### src/rtl/cha_bank_ctrl.sv
// C/S-ROM address latching, C-ROM pair select and Z80 M-ROM banking.
// PCK1B/PCK2B/SDRD0 rising edges load latches and window registers on CLK_24M.
module cha_bank_ctrl #(
    parameter int PAIRS     = 4,
    parameter int BANK_BITS = 2,
    parameter int ZMC_EN    = 1
) (
    input  logic             CLK_24M,
    input  logic             RESET,
    input  logic [23:0]      PBUS,
    input  logic             PCK1B,
    input  logic             PCK2B,
    input  logic             CA4,
    input  logic             S2H1,
    input  logic [15:0]      SDA,
    input  logic             SDRD0,
    output logic [20:0]      C_ADDR,
    output logic [16:0]      S_ADDR,
    output logic [PAIRS-1:0] nPAIR_CE,
    output logic [10:0]      MA,
    output logic             BANK_ERR
);

    logic                 pck1_q;
    logic                 pck2_q;
    logic                 pck1_blk;
    logic                 pck2_blk;
    logic                 pck1_rise;
    logic                 pck2_rise;
    logic [19:0]          c_latch;
    logic [BANK_BITS-1:0] c_bank;
    logic [15:0]          s_latch;
    logic [PAIRS-1:0]     n_pair;
    logic                 bank_err;
    logic                 unused_bits;

    function automatic logic [PAIRS-1:0] pair_decode(input logic [BANK_BITS-1:0] bank);
        logic [PAIRS-1:0] sel;
        sel = '1;
        for (int i = 0; i < PAIRS; i++) begin
            if (int'(bank) == i) sel[i] = 1'b0;
        end
        return sel;
    endfunction

    function automatic logic bank_ok(input logic [BANK_BITS-1:0] bank);
        return int'(bank) < PAIRS;
    endfunction

    // The blk flags swallow a strobe that was already high when RESET dropped;
    // they clear once the strobe has been seen low.
    assign pck1_rise = PCK1B & ~pck1_q & ~pck1_blk;
    assign pck2_rise = PCK2B & ~pck2_q & ~pck2_blk;

    always_ff @(posedge CLK_24M) begin
        if (RESET) begin
            pck1_q   <= 1'b0;
            pck2_q   <= 1'b0;
            pck1_blk <= PCK1B;
            pck2_blk <= PCK2B;
        end else begin
            pck1_q   <= PCK1B;
            pck2_q   <= PCK2B;
            pck1_blk <= pck1_blk & PCK1B;
            pck2_blk <= pck2_blk & PCK2B;
        end
    end

    // Pair enables are decoded from the incoming bank so they land with C_BANK.
    always_ff @(posedge CLK_24M) begin
        if (RESET) begin
            c_latch  <= '0;
            c_bank   <= '0;
            n_pair   <= pair_decode('0);
            s_latch  <= '0;
            bank_err <= 1'b0;
        end else begin
            if (pck1_rise) begin
                c_latch <= PBUS[19:0];
                c_bank  <= PBUS[20 +: BANK_BITS];
                n_pair  <= pair_decode(PBUS[20 +: BANK_BITS]);
            end
            if (pck2_rise) s_latch <= PBUS[15:0];
            if (!bank_ok(c_bank)) bank_err <= 1'b1;
        end
    end

    assign C_ADDR   = {c_latch[19:4], CA4, c_latch[3:0]};
    assign S_ADDR   = {s_latch[15:3], S2H1, s_latch[2:0]};
    assign nPAIR_CE = n_pair;
    assign BANK_ERR = bank_err;

    generate
        if (ZMC_EN != 0) begin : g_zmc
            logic       sdrd_q;
            logic       sdrd_blk;
            logic       sdrd_rise;
            logic [7:0] w0;
            logic [7:0] w1;
            logic [7:0] w2;
            logic [7:0] w3;
            logic [10:0] ma_win;

            assign sdrd_rise = SDRD0 & ~sdrd_q & ~sdrd_blk;

            // Window defaults reproduce the identity map of SDA onto MA.
            always_ff @(posedge CLK_24M) begin
                if (RESET) begin
                    sdrd_q   <= 1'b0;
                    sdrd_blk <= SDRD0;
                    w0       <= 8'h1E;
                    w1       <= 8'h0E;
                    w2       <= 8'h06;
                    w3       <= 8'h02;
                end else begin
                    sdrd_q   <= SDRD0;
                    sdrd_blk <= sdrd_blk & SDRD0;
                    if (sdrd_rise) begin
                        case (SDA[1:0])
                            2'd0:    w0 <= SDA[15:8];
                            2'd1:    w1 <= SDA[15:8];
                            2'd2:    w2 <= SDA[15:8];
                            default: w3 <= SDA[15:8];
                        endcase
                    end
                end
            end

            always_comb begin
                ma_win = {6'b0, SDA[15:11]};
                if (SDA[15:11] == 5'b11110)     ma_win = {3'b0, w0};
                else if (SDA[15:12] == 4'b1110) ma_win = {2'b0, w1, SDA[11]};
                else if (SDA[15:13] == 3'b110)  ma_win = {1'b0, w2, SDA[12:11]};
                else if (SDA[15:14] == 2'b10)   ma_win = {w3, SDA[13:11]};
            end

            assign MA = ma_win;
        end else begin : g_nozmc
            assign MA = {6'b0, SDA[15:11]};
        end
    endgenerate

    assign unused_bits = ^{PBUS, SDA, SDRD0};

endmodule

### config.mk
export PLATFORM = sky130hd
export DESIGN_NAME = cha_bank_ctrl
export DESIGN_NICKNAME = d
export VERILOG_FILES = /design/src/rtl/cha_bank_ctrl.sv
export SDC_FILE = /design/constraint.sdc
export NUM_CORES = 1
export LEC_CHECK = 0
export CORE_UTILIZATION = 48
export CTS_BUF_LIST = sky130_fd_sc_hd__clkbuf_4
export DETAILED_ROUTE_END_ITERATION = 8
export MAX_ROUTING_LAYER = met4
export PLACE_DENSITY = 0.9
export RECOVER_POWER = 100
export SKIP_LAST_GASP = 1
export SYNTH_ARGS = -nofsm -noshare
export SYNTH_HDL_FRONTEND = slang
export SYNTH_SLANG_ARGS = --single-unit
### constraint.sdc
create_clock -name CLK_24M -period 1.66 [get_ports CLK_24M]
set_clock_uncertainty 0.05 [all_clocks]
set_input_delay 0.249 -clock CLK_24M [delete_from_list [all_inputs] [get_ports CLK_24M]]
set_output_delay 0.249 -clock CLK_24M [all_outputs]
set_load 0.05 [all_outputs]
==> impl_metrics.ini <==
[run_status]
outcome = finished with violations
failed_checks = DRC, setup timing

[timing]
fmax_mhz = 508
slew_headroom = 0.355
worst_pin_slew_ns = 0.967
finalCritPeriodShare = 1.19
slew_violations = 0
finalHoldViolCount = 0
rsz0062_at_grt = yes
hold_slack_ns = 0.184
setup_violations = 3
setup_ws_ns = -0.307
min_period_ns = 1.97

[routing]
vias = 2930
wl_per_cell_um = 14.9
dr.first_iter.drc_count = 110
avgViaCountPerCell = 5.34
route.detailed.drc = 13
wl_um = 8190
ant_nets = 0
first_pass_iters = 6

[cells_and_area]
layout-drive-gt1-share = 0.269
syn2layout_area_growth_pct = 35.9
fin_area_um2 = 4400
nNetsFinal = 514
postLayoutCoreUtil = 0.685
insertedDiodeCount = 0
fillers = 497

[hold_path]
hp-class = in2reg

[placement]
place.gp.congestion = 0.849
placed_cell_area_um2 = 4370
dp_hpwl_um = 5790
portBuffers = 87

[cts]
clock_path_buffers = 2
clkSlewWorstSetupHoldPaths_ns = 0.11
ctsRootBufferMaster = clkbuf_4
cts_tree = done
cts_sinks = 78
htree_levels = 3
cts_buffers = 9
holdBufCountCts = 0
insertion_delay_ns = 0.42

[worst_setup_path]
cpPeakStageDelay_ns = 0.49
cp_cell_sequence = nor3b_1, or4b_4, a2bb2oi_4, buf_12
reg2reg_depth = 4
r2r-end = g_zmc.w1[3]$_SDFFE_PP1P_
crit_path_start_kind = flip-flop
crit_fanout = 2
cp-startpoint = g_zmc.w2[2]$_SDFFE_PP1P_
arrival_ns = 1.67
crit_slowest_cell = or4b_4
r2r_setup_slack_ns = 0.06
rr_startpoint = g_zmc.sdrd_q$_SDFF_PP0_
critPathCapture = MA[4]
criticalPathCategory = reg2out
cp-end-kind = primary output
worstPathRequired_ns = 1.36

[floorplan]
die_x_um = 84.1
die_area_um2 = 7080
core_um2 = 6420
floorplan.rows = 29
die_h_um = 84.1
ios = 101
start_util = 0.504

[global_routing]
grt_pass1_wl_um = 13600
grt_pass1_vias = 2912
track_usage = 0.254
grt_max_degree = 47
grt-ovfl-total = 0
antenna_found_initial = 0

[flow_run]
cap_violations = 0

[logic_synthesis]
synthFlopType = dfxtp_1
synth_cells = 368
synth_area_leaders = dfxtp_1 48%, mux2i_1 9.9%, nand2_1 8.7%, nand2b_1 6.0%, a21oi_1 5.9%
synth_largest_area_cell = dfxtp_1
ys_seq_area_frac = 0.482
syn_area_um2 = 3240
synth_area_per_cell_um2 = 8.80
synth.distinct_cells = 37
yosys.area.top_type_share = 0.482
syn_nets = 415
yosysWarnings = 0
synth-edff-count = 0
ys_ff_latch = 78
async_flop_share = 0

[power_and_ir_drop]
leakagePower_nw = 1.92
p_per_area_nw_per_um2 = 902
peakVddDrop_mv = 0.772
finalPower_w = 0.00397
registers in the layout, indices dropped and copies added, names as in the netlist, 4 cells and up:
signal / cells
c_latch: 20
g_zmc.w0: 8
g_zmc.w1: 8
g_zmc.w2: 8
g_zmc.w3: 8
nPAIR_CE: 4
s_latch: 16
layer usage:
| metal | share of wire | global-route usage | wire length, um | up-vias |
|---|---|---|---|---|
| met5 | 0 | - | 0 | - |
| met4 | 0.028 | 0.127 | 233 | 0 |
| met3 | 0.061 | 0.0514 | 501 | 17 |
| met2 | 0.49 | 0.417 | 4030 | 93 |
| met1 | 0.42 | 0.296 | 3430 | 1388 |
| li1 | - | - | - | 1432 |
critical path: cells and delay by family, from the launching register on:
kind / cells / cell delay (ns)
AND/OR/NAND/NOR: 2 / 0.56
flip-flops: 1 / 0.38
AO/OA/AOI/OAI: 1 / 0.17
buffers and inverters: 1 / 0.14
how the worst min path moves through the flow:
stage                              from                       end  slack (ns)  cells after the start
6_report                        SDA[11]  g_zmc.w0[3]$_SDFFE_PP1P_        0.18                      4
5_1_grt                         SDA[11]  g_zmc.w0[3]$_SDFFE_PP1P_        0.21                      4
4_1_cts                           RESET   g_zmc.sdrd_q$_SDFF_PP0_        0.18                      2
3_5_place_dp   c_latch[17]$_SDFFE_PP0P_  c_latch[17]$_SDFFE_PP0P_        0.40                      2
3_3_place_gp   s_latch[11]$_SDFFE_PP0P_  s_latch[11]$_SDFFE_PP0P_        0.39                      2
2_1_floorplan                     SDRD0    g_zmc.sdrd_blk$_DFF_P_        0.32                      1
cells by family after synthesis:
group / after synthesis / synth area share
other: 1 / 0.00116
buffers and inverters: 32 / 0.0433
muxes: 32 / 0.0990
DFF: 78 / 0.482
AOI/OAI and AO/OA: 64 / 0.119
and+or+nand+nor: 161 / 0.255
cells in the mapped netlist, types with 4 or more instances:
cell,count
nor2_1,21
o21a_1,5
a22oi_1,4
nand2_1,75
nand3b_1,4
nand2b_1,31
a21oi_1,38
nor3b_1,4
a2bb2oi_1,4
dfxtp_1,78
clkbuf_1,25
nor2b_1,6
mux2i_1,32
power breakdown:
group | internal, W | switching, W
combinational | 0.000289 | 0.000472
clock | 0.000587 | 0.000622
sequential | 0.00195 | 0.0000439
total | 0.00283 | 0.00114
layout make-up:
cell class | count | area, um2 | share of cell area
inverters | 2 | 7.51 | 0.00171
clock buffers | 9 | 67.6 | 0.0154
well taps | 77 | 96.3 | 0.0219
multi-input cells | 258 | 1630 | 0.371
repair buffers | 118 | 945 | 0.215
clock inverters | 7 | 78.8 | 0.0179
flip-flops and latches | 78 | 1570 | 0.358
per-stage QoR:
step / std cells / worst slack (ns) / TNS [ns]
6_report: 549 / -0.307 / -0.320
5_1_grt: 549 / -0.386 / -1.40
4_1_cts: 548 / -0.324 / -0.353
3_5_place_dp: 533 / -0.479 / -11.86
3_3_place_gp: 533 / -0.471 / -10.04
2_1_floorplan: 368 / -0.133 / -0.466
cell usage in the layout (no fill, tap or decap), drive strengths merged, types with 5 or more instances in the layout:
master and count:
a21oi 38, buf 38, clkdlybuf4s50 29, clkbuf 58, clkinv 5, nor3b 7
nand2b 31, nor2 21, mux2i 32, dfxtp 78, o21a 5, nor2b 6
nand2 75
timing repair:
item,4_1_cts,5_1_grt
gates resized for setup,46,9
pin swaps,12,6
gates cloned,0,0
endpoints found under the setup margin,11,8
buffers inserted,1,1
(Power assumes the default switching activity.)
